<file path="src/rtl/sfu_ctrl_pkg.sv">
// sfu_ctrl_pkg
// Shared types for the SFU controller: the FSM state encoding and the
// mode constants sampled together with start.
// No ports; imported by sfu_ctrl and its address generator.
package sfu_ctrl_pkg;

  typedef enum logic [2:0] {
    S_IDLE,
    S_STORE,
    S_STORE_DRAIN,
    S_ACC_RD,
    S_ACC_LAST,
    S_RELU,
    S_WRITE,
    S_DONE
  } state_t;

  localparam logic MODE_STORE = 1'b0;
  localparam logic MODE_ACC   = 1'b1;

endpackage

</file>
<file path="src/rtl/sfu_ctrl_if.sv">
// sfu_ctrl_if
// Bundles the command, OFIFO, SFU and PMEM strobes of the SFU controller.
// Signals:
//   start, mode, ofifo_valid        : towards the controller
//   ofifo_rd, sfu_bypass, sfu_acc   : OFIFO pop and SFU control
//   pmem_rd, pmem_wr, pmem_addr     : single-port PMEM access
//   busy, done                      : operation status
// Modports: master drives the command side, slave is the controller.
interface sfu_ctrl_if #(
  parameter int addr_bw = 11
);

  logic               start;
  logic               mode;
  logic               ofifo_valid;
  logic               ofifo_rd;
  logic               sfu_bypass;
  logic               sfu_acc;
  logic               pmem_rd;
  logic               pmem_wr;
  logic [addr_bw-1:0] pmem_addr;
  logic               busy;
  logic               done;

  modport master (
    output start,
    output mode,
    output ofifo_valid,
    input  ofifo_rd,
    input  sfu_bypass,
    input  sfu_acc,
    input  pmem_rd,
    input  pmem_wr,
    input  pmem_addr,
    input  busy,
    input  done
  );

  modport slave (
    input  start,
    input  mode,
    input  ofifo_valid,
    output ofifo_rd,
    output sfu_bypass,
    output sfu_acc,
    output pmem_rd,
    output pmem_wr,
    output pmem_addr,
    output busy,
    output done
  );

endinterface

</file>
<file path="src/rtl/sfu_ctrl_addr_gen.sv">
// sfu_ctrl_addr_gen
// Tap/output counters and PMEM address generation for accumulate mode.
// Ports:
//   clk, reset : clock, asynchronous active-high reset
//   clear      : restart at output 0, tap 0
//   step       : one tap read issued; advance to the next tap
//   next_out   : current output written; move to the next output pixel
//   rd_addr    : strided read address, tap*num_out + output
//   wr_addr    : final-result address, out_base + output
//   tap_last   : current tap is the last one of this output
//   out_last   : current output is the last one of the tile
module sfu_ctrl_addr_gen #(
  parameter int addr_bw  = 11,
  parameter int num_acc  = 9,
  parameter int num_out  = 16,
  parameter int out_base = 1024
) (
  input  logic               clk,
  input  logic               reset,
  input  logic               clear,
  input  logic               step,
  input  logic               next_out,
  output logic [addr_bw-1:0] rd_addr,
  output logic [addr_bw-1:0] wr_addr,
  output logic               tap_last,
  output logic               out_last
);

  localparam int tap_w = $clog2(num_acc + 1);
  localparam int out_w = $clog2(num_out + 1);

  logic [tap_w-1:0] tap_cnt;
  logic [out_w-1:0] out_cnt;

  // The read address walks the tap stride by adding num_out each tap, so no
  // multiplier is needed. Moving to a new output re-bases it at that output.
  always_ff @(posedge clk or posedge reset) begin
    if (reset) begin
      tap_cnt <= '0;
      out_cnt <= '0;
      rd_addr <= '0;
    end else if (clear) begin
      tap_cnt <= '0;
      out_cnt <= '0;
      rd_addr <= '0;
    end else if (next_out) begin
      tap_cnt <= '0;
      out_cnt <= out_cnt + out_w'(1);
      rd_addr <= addr_bw'(out_cnt) + addr_bw'(1);
    end else if (step) begin
      tap_cnt <= tap_cnt + tap_w'(1);
      rd_addr <= rd_addr + addr_bw'(num_out);
    end
  end

  assign wr_addr  = addr_bw'(out_base) + addr_bw'(out_cnt);
  assign tap_last = (tap_cnt == tap_w'(num_acc - 1));
  assign out_last = (out_cnt == out_w'(num_out - 1));

endmodule

</file>
<file path="src/rtl/sfu_ctrl.sv">
// sfu_ctrl
// Sequences the SFU between OFIFO and PMEM.
//   store mode      : OFIFO rows go through the SFU bypass into PMEM 0..N-1
//   accumulate mode : per output pixel, read all taps from PMEM, accumulate,
//                     fire ReLU, write the result to out_base + pixel
// Ports:
//   clk, reset : clock, asynchronous active-high reset
//   bus        : sfu_ctrl_if slave (command, OFIFO, SFU and PMEM strobes)
// The interface instance must use the same addr_bw as this module.
module sfu_ctrl #(
  parameter int addr_bw  = 11,
  parameter int num_acc  = 9,
  parameter int num_out  = 16,
  parameter int out_base = 1024
) (
  input  logic        clk,
  input  logic        reset,
  sfu_ctrl_if.slave   bus
);

  import sfu_ctrl_pkg::*;

  localparam int total = num_acc * num_out;
  localparam int cnt_w = $clog2(total + 1);

  state_t             state;
  state_t             state_nxt;
  logic               busy_q;
  logic               done_q;
  logic               rd_q;
  logic               acc_wr_q;
  logic               drain_second;
  logic               byp_d;
  logic               wr_d;
  logic               acc_d;
  logic [cnt_w-1:0]   pop_cnt;
  logic [cnt_w-1:0]   wr_cnt;
  logic               launch;
  logic               ofifo_rd;
  logic               pop_last;
  logic               acc_step;
  logic               acc_next;
  logic [addr_bw-1:0] rd_addr;
  logic [addr_bw-1:0] wr_addr;
  logic [addr_bw-1:0] pmem_addr;
  logic               tap_last;
  logic               out_last;

  assign launch   = (state == S_IDLE) && bus.start;
  assign ofifo_rd = (state == S_STORE) && bus.ofifo_valid && (pop_cnt < cnt_w'(total));
  assign pop_last = (pop_cnt == cnt_w'(total - 1));
  assign acc_step = (state == S_ACC_RD);
  assign acc_next = (state == S_WRITE);

  sfu_ctrl_addr_gen #(
    .addr_bw  (addr_bw),
    .num_acc  (num_acc),
    .num_out  (num_out),
    .out_base (out_base)
  ) u_addr_gen (
    .clk      (clk),
    .reset    (reset),
    .clear    (launch),
    .step     (acc_step),
    .next_out (acc_next),
    .rd_addr  (rd_addr),
    .wr_addr  (wr_addr),
    .tap_last (tap_last),
    .out_last (out_last)
  );

  // Next-state logic. The mode input is only consulted on launch; after that
  // the state itself carries which mode is running, so later mode changes
  // have no effect.
  always_comb begin
    state_nxt = state;
    case (state)
      S_IDLE:        if (bus.start) state_nxt = (bus.mode == MODE_ACC) ? S_ACC_RD : S_STORE;
      S_STORE:       if (ofifo_rd && pop_last) state_nxt = S_STORE_DRAIN;
      S_STORE_DRAIN: if (drain_second) state_nxt = S_DONE;
      S_ACC_RD:      if (tap_last) state_nxt = S_ACC_LAST;
      S_ACC_LAST:    state_nxt = S_RELU;
      S_RELU:        state_nxt = S_WRITE;
      S_WRITE:       state_nxt = out_last ? S_DONE : S_ACC_RD;
      S_DONE:        state_nxt = S_IDLE;
      default:       state_nxt = S_IDLE;
    endcase
  end

  // State register. The state-decoded outputs are registered from the next
  // state so they line up with the state they belong to.
  always_ff @(posedge clk or posedge reset) begin
    if (reset) begin
      state        <= S_IDLE;
      busy_q       <= 1'b0;
      done_q       <= 1'b0;
      rd_q         <= 1'b0;
      acc_wr_q     <= 1'b0;
      drain_second <= 1'b0;
    end else begin
      state        <= state_nxt;
      busy_q       <= (state_nxt != S_IDLE) && (state_nxt != S_DONE);
      done_q       <= (state_nxt == S_DONE);
      rd_q         <= (state_nxt == S_ACC_RD);
      acc_wr_q     <= (state_nxt == S_WRITE);
      drain_second <= (state == S_STORE_DRAIN) && !drain_second;
    end
  end

  // Store pipeline: a pop lands on the SFU input one cycle later (bypass) and
  // the SFU output is ready for PMEM one cycle after that. The acc strobe
  // follows a PMEM read by one cycle for the same reason.
  always_ff @(posedge clk or posedge reset) begin
    if (reset) begin
      byp_d   <= 1'b0;
      wr_d    <= 1'b0;
      acc_d   <= 1'b0;
      pop_cnt <= '0;
      wr_cnt  <= '0;
    end else begin
      byp_d <= ofifo_rd;
      wr_d  <= byp_d;
      acc_d <= rd_q;
      if (launch) begin
        pop_cnt <= '0;
        wr_cnt  <= '0;
      end else begin
        if (ofifo_rd) pop_cnt <= pop_cnt + cnt_w'(1);
        if (wr_d)     wr_cnt  <= wr_cnt + cnt_w'(1);
      end
    end
  end

  // Only one of these sources is active in any cycle; otherwise the address
  // bus rests at 0.
  always_comb begin
    pmem_addr = '0;
    if (wr_d)          pmem_addr = addr_bw'(wr_cnt);
    else if (acc_wr_q) pmem_addr = wr_addr;
    else if (rd_q)     pmem_addr = rd_addr;
  end

  assign bus.ofifo_rd   = ofifo_rd;
  assign bus.sfu_bypass = byp_d;
  assign bus.sfu_acc    = acc_d;
  assign bus.pmem_rd    = rd_q;
  assign bus.pmem_wr    = wr_d | acc_wr_q;
  assign bus.pmem_addr  = pmem_addr;
  assign bus.busy       = busy_q;
  assign bus.done       = done_q;

endmodule
</file>
<file path="src/flat_wrapper.sv">
// flat-port wrapper written by rule: the top's interface ports become plain ports
module sfu_ctrl_flat import sfu_ctrl_pkg::*;
#(
  parameter int addr_bw  = 11,
  parameter int num_acc  = 9,
  parameter int num_out  = 16,
  parameter int out_base = 1024
)
  (clk, reset, bus_start, bus_mode, bus_ofifo_valid, bus_ofifo_rd, bus_sfu_bypass, bus_sfu_acc, bus_pmem_rd, bus_pmem_wr, bus_pmem_addr, bus_busy, bus_done);
  sfu_ctrl_if #(.addr_bw(addr_bw)) bus_i ();
  input  logic clk;
  input  logic reset;
  input wire logic [$bits(bus_i.start)-1:0] bus_start;
  input wire logic [$bits(bus_i.mode)-1:0] bus_mode;
  input wire logic [$bits(bus_i.ofifo_valid)-1:0] bus_ofifo_valid;
  output wire logic [$bits(bus_i.ofifo_rd)-1:0] bus_ofifo_rd;
  output wire logic [$bits(bus_i.sfu_bypass)-1:0] bus_sfu_bypass;
  output wire logic [$bits(bus_i.sfu_acc)-1:0] bus_sfu_acc;
  output wire logic [$bits(bus_i.pmem_rd)-1:0] bus_pmem_rd;
  output wire logic [$bits(bus_i.pmem_wr)-1:0] bus_pmem_wr;
  output wire logic [$bits(bus_i.pmem_addr)-1:0] bus_pmem_addr;
  output wire logic [$bits(bus_i.busy)-1:0] bus_busy;
  output wire logic [$bits(bus_i.done)-1:0] bus_done;
  assign bus_i.start = bus_start;
  assign bus_i.mode = bus_mode;
  assign bus_i.ofifo_valid = bus_ofifo_valid;
  assign bus_ofifo_rd = bus_i.ofifo_rd;
  assign bus_sfu_bypass = bus_i.sfu_bypass;
  assign bus_sfu_acc = bus_i.sfu_acc;
  assign bus_pmem_rd = bus_i.pmem_rd;
  assign bus_pmem_wr = bus_i.pmem_wr;
  assign bus_pmem_addr = bus_i.pmem_addr;
  assign bus_busy = bus_i.busy;
  assign bus_done = bus_i.done;
  sfu_ctrl #(.addr_bw(addr_bw), .num_acc(num_acc), .num_out(num_out), .out_base(out_base)) u_core (.clk(clk), .reset(reset), .bus(bus_i));
endmodule
</file>
<file path="config.mk">
export PLATFORM = sky130hd
export DESIGN_NAME = sfu_ctrl_flat
export DESIGN_NICKNAME = d
export VERILOG_FILES = /design/src/rtl/sfu_ctrl_pkg.sv /design/src/rtl/sfu_ctrl_if.sv /design/src/rtl/sfu_ctrl_addr_gen.sv /design/src/rtl/sfu_ctrl.sv /design/src/flat_wrapper.sv
export SDC_FILE = /design/constraint.sdc
export NUM_CORES = 1
export LEC_CHECK = 0
export BUFFER_PORTS_ARGS = -buffer_cell sky130_fd_sc_hd__clkbuf_2
export CAP_MARGIN = 20
export CORE_MARGIN = 2
export CORE_UTILIZATION = 45
export CTS_CLUSTER_SIZE = 24
export DETAILED_ROUTE_END_ITERATION = 12
export GPL_ROUTABILITY_DRIVEN = 1
export HOLD_SLACK_MARGIN = 0.03
export SLEW_MARGIN = 25
export SYNTH_ARGS = -nofsm -noshare
export SYNTH_HDL_FRONTEND = slang
export SYNTH_HIERARCHICAL = 1
export SYNTH_SLANG_ARGS = --single-unit
</file>
<file path="constraint.sdc">
create_clock -name clk -period 2 [get_ports clk]
set_input_delay 0.4 -clock clk [delete_from_list [all_inputs] [get_ports clk]]
set_output_delay 0.4 -clock clk [all_outputs]
set_load 0.005 [all_outputs]
</file>
==> impl_results.md, run 1 <==
- Status: finished, final reports clean
- CP Capture Type: output pin
- Initial Utilization: 0.461
- VDD IR max: 0.610 mV
- Register bit count reported by yosys: 47
- Worst Hold Margin: 105 ps
- Seq/Total Area, Yosys: 0.466
- Mux contribution to synthesized area: 0.0119
- Grt met1 use: 0.232
- Setup slack after layout: 70.9 ps
- Critical path's slowest cell: dfrtp_1
- Met3 Use GR: 0.0420
- Total grt overflow: 0
- Vias in the first global route: 1,761
- Detailed Route WL: 4780 um
- CP top delay family: flip-flops
- Detail Route Antenna Nets: 0
- Crit path time final: 1930 ps
- Post-CTS Setup Bufs: 0
- Lkg Pwr: 1.30 nW
- Pre-CTS setup slack: 234 ps
- Area share of the largest cell type after synthesis: 0.466
- Post-DP HPWL: 3350 um
- Final core utilization: 0.513
- Final Cycle Share: 0.965
- Synth async-reset ratio: 1.00
- Inserted Diodes: 0
- Die height: 78.9 um
- Area contributors post-synth: dfrtp_1 (47%), xor2_1 (5.6%), nor2_1 (4.8%), ha_1 (3.5%), nand2_1 (3.4%)
- Post-synth EDFFs: 0
- Warnings from Yosys: 6
- Dpl cells: 352
- Final slew viol count: 0
- Die Wd: 78.9 um
- Worst hold path class: in2async
- Vias after detailed routing: 1,850
- Most used DFF post-synth: dfrtp_1
- DIE AREA: 6230 um^2
- Critical Path RT: 1600 ps
- Gr usage total: 0.168
- Clock Pin Slew Worst Setup and Hold Paths: 90 ps
- Crit-path max FO: 10
- IO Port Bufs: 22
- Yosys cell types: 45
- Final setup vio count: 0
- Max Buffers Root-to-Sink: 2
- Cell taking the most area after synthesis: dfrtp_1
- FF-to-FF setup slack: 190 ps
- Fin nets: 299
- Final hold vios: 0
- Post-synthesis adder-cell area fraction: 0.0347
- Initial antenna violation count: 0
- Largest net degree at the start of global routing: 21
- Syn Inst Count: 264
- Placed cell areas: 2700 um^2
- Mean area per synthesized cell: 9.56 um^2
- Crit-path cells: nor2b_1 -> buf_4 -> a22oi_1 -> o21ai_0 -> clkbuf_2
- Setup TNS: 0 ps
- Worst Setup Path Type: reg2out
- GR Util met2: 0.259
- Row cnt: 27
- Pwr dens: 1240 nW/um^2
- GRT busiest layer: met2
- Area Growth Syn to Fin: 11.1%
- Compound-Gate Fraction of Synth Area: 0.129
- Layout cells sized above 1: 0.201
- Layout Skew: 8.21 ps
- Post-layout power: 3.49 mW
- CTS tree: built
- H-tree depth: 2
- Clock sink count: 47
- Simple-gate share of the synthesized area: 0.212
- MaxCap Viol Count: 0
- Io pins: 23
- Initial DRC count: 71
- Gpl congestion: 0.780
- WL/cell: 13.3 um
- DRT Pass-1 Iters: 4
- Remaining DRCs: 0
- Startpoint Class: flip-flop
- WP buf/inv: 2
- Cts hold-fix bufs: 0
- Finished Cell Area: 2810 um^2
- Worst Path Arrival: 1530 ps
- Vias per inst: 5.14
- Num CTS Buffers: 5
- First-pass GRT wire length: 8160 um
- Xor and xnor area share after synthesis: 0.0798
- Core ar.: 5470 um^2
- Final std cells w/o fill: 360
- Largest family of logic cells by synthesized area: simple AND/OR/NAND/NOR gates
- CTS root buf: clkbuf_8
- Max stage delay on crit path: 420 ps
- Clock latency on the worst-skew pair: 300 ps
- Max Clk Rate: 518 MHz
- Netlist area before placement: 2520 um^2
-- power breakdown --
part / leakage (nW) / internal [mW] / switching, mW
Clock: 0.0483 / 0.247 / 0.328
Sequential: 0.611 / 1.27 / 0.383
Combinational: 0.640 / 0.624 / 0.630
Total: 1.30 / 2.15 / 1.34
-- cell type report --
class,instances,area [um^2]
timing repair buffer,32,198
multi-input combinational,191,1210
inverter,10,37.5
clock buffer,5,68.8
clock inverter,3,18.8
sequential,47,1180
fill,527,2670
tap,72,90.1
-- final timing paths --
| kind | startpoint | endpoint | depth (start not counted) |
|---|---|---|---|
| min in group clk | u_core/bus.sfu_bypass | u_core/wr_d | 0 |
| worst min register to register | u_core/bus.sfu_bypass | u_core/wr_d | 0 |
| worst min-delay path | reset | u_core/acc_wr_q | 2 |
| max in group asynchronous | reset | u_core/bus.sfu_bypass | 3 |
| worst max-delay path | u_core/bus.pmem_rd | bus_pmem_addr[1] | 5 |
| worst max register to register | u_core/u_addr_gen/out_cnt[0] | u_core/bus.busy | 8 |
-- worst register-to-register path, cell delays in order, from the launching register on --
cell,delay (ps)
dfrtp_1,440
ha_1,230
and3_1,170
ha_1,140
inv_1,40
o21ai_0,170
o2bb2ai_1,210
nand3_1,160
o31a_1,130
-- Yosys cell counts, types with 3 or more instances --
cell type / n
o21ai_0: 12
o21a_1: 3
nand2b_1: 6
nand2_1: 23
or3_1: 3
a21oi_1: 11
clkbuf_1: 5
inv_1: 9
a22oi_1: 10
nand3_1: 8
xnor2_1: 7
xor2_1: 16
and3_1: 4
ha_1: 7
nand4_1: 9
nor2_1: 32
buf_4: 7
buf_2: 6
mux2i_1: 3
nor3_2: 3
dfrtp_1: 47
-- kinds of logic after synthesis --
group / Yosys count
other: 2
AOI/OAI and AO/OA: 49
adders and majority gates: 7
DFF: 47
and+or+nand+nor: 103
buffers and inverters: 30
xor gates and xnor gates: 23
muxes: 3
-- timing repair --
action | CTS | global route
gates resized for setup | 0 | 5
hold endpoints to repair | 0 | 0
endpoints found under the setup margin | 0 | 2
-- per-layer routing --
layer	routed length [um]	vias up
li1	-	928
met1	2390	887
met2	2180	33
met3	180	2
met4	27	0
met5	0	-
-- state kept, by name, summed over array words and instances (netlist names) --
register and count:
u_core/wr_cnt 8, u_core/u_addr_gen/tap_cnt 4, u_core/wr_d 1, u_core/bus.sfu_bypass 1, u_core/pop_cnt 8, u_core/u_addr_gen/out_cnt 5, u_core/bus.done 1, u_core/drain_second 1
u_core/state 3, u_core/u_addr_gen/rd_addr 11, u_core/bus.sfu_acc 1, u_core/bus.pmem_rd 1, u_core/bus.busy 1, u_core/acc_wr_q 1
-- layout by cell type, fill, tap and decap left out, drive strengths merged, types with 6 or more instances in the layout --
cell,synthesis,final
dfrtp,47,47
nand2,23,23
nand2b,6,6
nand4,9,9
a22oi,10,10
nand3,10,10
buf,15,10
xor2,16,16
inv,10,11
xnor2,7,7
nor2,33,33
conb,2,6
ha,7,7
a21oi,12,12
o21ai,14,14
clkbuf,5,27
Power figures use the tool's default switching activity.
==> run 2: changes to the inputs <==
--- a/config.mk
+++ b/config.mk
@@ -9,7 +9,8 @@
 export CAP_MARGIN = 20
 export CORE_MARGIN = 2
 export CORE_UTILIZATION = 45
-export CTS_CLUSTER_SIZE = 24
+export CTS_BUF_LIST = sky130_fd_sc_hd__clkbuf_4
+export CTS_CLUSTER_SIZE = 25
 export DETAILED_ROUTE_END_ITERATION = 12
 export GPL_ROUTABILITY_DRIVEN = 1
 export HOLD_SLACK_MARGIN = 0.03
==> run 2 against run 1 <==
  * First-iteration DRC count decreased by 1.4%
  * Maximum frequency decreased by 1.3%
  * Sequential cell count unchanged
  * Critical path depth unchanged
  * Routed wire length increased by 0.50%
  * Die area unchanged
  * Non-clock buffer count increased by 5
  * Register-to-register slack about the same
  * Sequential power about the same
  * Utilization increased by 0.16 points
  * Total power decreased by 2.5%
  * Largest cell class unchanged
  * Largest power group unchanged
  * Highest routed layer unchanged
==> impl_results.md, run 2 (synthesis results as in run 1) <==
- Status: finished, final reports clean (unchanged)
- WL/cell: 13.1 um (was 13.3 um)
- WP buf/inv: 2 (unchanged)
- Setup TNS: 0 ps (unchanged)
- Crit path time final: 1960 ps (was 1930 ps)
- Max Buffers Root-to-Sink: 2 (unchanged)
- Max stage delay on crit path: 410 ps (was 420 ps)
- Vias after detailed routing: 1,877 (was 1,850)
- Max Clk Rate: 511 MHz (was 518 MHz)
- Min-delay src: bus_mode
- Detail Route Antenna Nets: 0 (unchanged)
- Max FFs per register: 11 (unchanged)
- Vias per inst: 5.14 (about the same)
- Pre-CTS setup slack: 234 ps (unchanged)
- IO Port Bufs: 22 (unchanged)
- Placed cell areas: 2700 um^2 (unchanged)
- Layout cells sized above 1: 0.222 (was 0.201)
- Critical Path RT: 1600 ps (about the same)
- H-tree depth: 2 (unchanged)
- DIE AREA: 6230 um^2 (unchanged)
- Final slew viol count: 0 (unchanged)
- Total grt overflow: 0 (unchanged)
- Initial DRC count: 70 (was 71)
- Final core utilization: 0.514 (was 0.513)
- Worst reg2reg path depth: 7 (was 8)
- Pwr dens: 1210 nW/um^2 (was 1240 nW/um^2)
- Finished Cell Area: 2810 um^2 (about the same)
- Critical path's slowest cell: dfrtp_1 (unchanged)
- CP top delay family: flip-flops (unchanged)
- Clock sink count: 47 (unchanged)
- Final std cells w/o fill: 365 (was 360)
- Clock Pin Slew Worst Setup and Hold Paths: 150 ps (was 90 ps)
- FF+latch area: 1180 um^2 (about the same)
- Reg-to-reg endpoint: u_core/bus.busy (unchanged)
- Critical R2R Launch: u_core/u_addr_gen/out_cnt[0] (unchanged)
- Gpl congestion: 0.780 (unchanged)
- Final Cycle Share: 0.978 (was 0.965)
- CTS root buf: clkbuf_4 (was clkbuf_8)
- CTS tree: built (unchanged)
- Layout Skew: 14.5 ps (was 8.21 ps)
- Core ar.: 5470 um^2 (unchanged)
- Num CTS Buffers: 5 (unchanged)
- Most common library cell in the layout ignoring fill and taps: dfrtp_1 (unchanged)
- Die height: 78.9 um (unchanged)
- Largest Register: u_core/u_addr_gen/rd_addr (unchanged)
- DRT Pass-1 Iters: 4 (unchanged)
- Crit-path max FO: 10 (unchanged)
- Dpl cells: 352 (unchanged)
- Vias in the first global route: 1,773 (was 1,761)
- Clock latency on the worst-skew pair: 370 ps (was 300 ps)
- MaxCap Viol Count: 0 (unchanged)
- Fin nets: 304 (was 299)
- Worst-margin pin slew: 503 ps
- Initial antenna violation count: 0 (unchanged)
- Final setup vio count: 0 (unchanged)
- Post-DP HPWL: 3350 um (unchanged)
- First-pass GRT wire length: 8200 um (was 8160 um)
- Gr usage total: 0.167 (was 0.168)
- WHS Endpoint: u_core/state[1]
- Hold Path Depth: 3
- Inserted Diodes: 0 (unchanged)
- Final hold vios: 0 (unchanged)
- Worst Setup Path Type: reg2out (unchanged)
- Most frequent cells in the layout: dfrtp_1 (42), nor2_1 (32), nand2_1 (23) (was dfrtp_1 (45), nor2_1 (32), nand2_1 (23))
- Post-layout power: 3.40 mW (was 3.49 mW)
- Regs by FF count: u_core/u_addr_gen/rd_addr: 11 flops, u_core/pop_cnt: 8 flops, u_core/wr_cnt: 8 flops (unchanged)
- Worst Hold Margin: 313 ps (was 105 ps)
- Worst hold path class: in2reg (was in2async)
- Max-slew headroom: 0.664
- Area Growth Syn to Fin: 11.4% (was 11.1%)
- Largest net degree at the start of global routing: 21 (unchanged)
- Crit-path cells: nor2b_1 -> buf_4 -> a22oi_1 -> o21ai_0 -> clkbuf_2 (unchanged)
- Lkg Pwr: 1.30 nW (about the same)
- Multi-input logic area: 1210 um^2 (about the same)
- FF-to-FF setup slack: 190 ps (about the same)
- Initial Utilization: 0.461 (unchanged)
- Setup slack after layout: 44.9 ps (was 70.9 ps)
- CP Capture Type: output pin (unchanged)
- Worst Path Arrival: 1560 ps (was 1530 ps)
- Die Wd: 78.9 um (unchanged)
- Io pins: 23 (unchanged)
- Filler Cell Count: 523 (was 527)
- Startpoint Class: flip-flop (unchanged)
- Row cnt: 27 (unchanged)
- Detailed Route WL: 4800 um (was 4780 um)
- Remaining DRCs: 0 (unchanged)
- VDD IR max: 0.559 mV (was 0.610 mV)
==> run 2: cell count changes in the layout (fill, tap and decap cells not counted) <==
cell | previous run | this run
buf_4 | 9 | 13
clkbuf_4 | 0 | 5
clkbuf_8 | 5 | 0
dfrtp_1 | 45 | 42
dfrtp_2 | 2 | 5
dlygate4sd3_1 | 0 | 1
inv_2 | 1 | 0
inv_4 | 0 | 1
nor3b_2 | 0 | 1
nor3b_4 | 1 | 0
==> run 2: layout make-up <==
class | count | area share
clock buffers | 5 | 0.0133
flip-flops and latches | 47 | 0.420
clock inverters | 3 | 0.00667
repair buffers | 37 | 0.0845
multi-input cells | 191 | 0.429
inverters | 10 | 0.0142
well taps | 72 | 0.0320
==> run 2: power breakdown <==
group	switching [mW]	internal (mW)
Sequential	0.364	1.27
Clock	0.322	0.138
Combinational	0.654	0.647
Total	1.34	2.06
==> run 2: what timing repair did <==
item	4_1_cts	5_1_grt
gates resized for setup	2	6
gates cloned	0	0
setup endpoints to repair	2	9
setup buffers	1	3
hold endpoints to repair	18	0
hold buffers	1	0
pin swaps	1	1
==> run 2: how the worst max path moves through the flow <==
stage | from | end | slack [ps] | cells past startpoint
after floorplan | u_core/state[1] | u_core/u_addr_gen/out_cnt[4] | 230 | 7
after global placement | u_core/u_addr_gen/out_cnt[0] | u_core/bus.busy | 270 | 7
after detailed placement | u_core/u_addr_gen/out_cnt[0] | u_core/bus.busy | 230 | 7
after CTS | u_core/bus.pmem_rd | bus_pmem_addr[0] | 2 | 5
after global routing | u_core/pop_cnt[4] | bus_ofifo_rd | -50 | 4
final | u_core/acc_wr_q | bus_pmem_addr[1] | 40 | 5
==> run 2: layer usage <==
layer | vias to the layer above | track usage | share of wire
met2 | 32 | 0.260 | 0.46
met3 | 7 | 0.0352 | 0.033
met1 | 897 | 0.232 | 0.50
li1 | 941 | - | -
met5 | - | 0 | 0
met4 | 0 | 0.0603 | 0.014
==> run 2: worst min-delay path: cells and delay by family <==
family	cells	cell delay [ps]
and+or+nand+nor	1	100
AOI/OAI and AO/OA	1	70
buffers and inverters	1	80
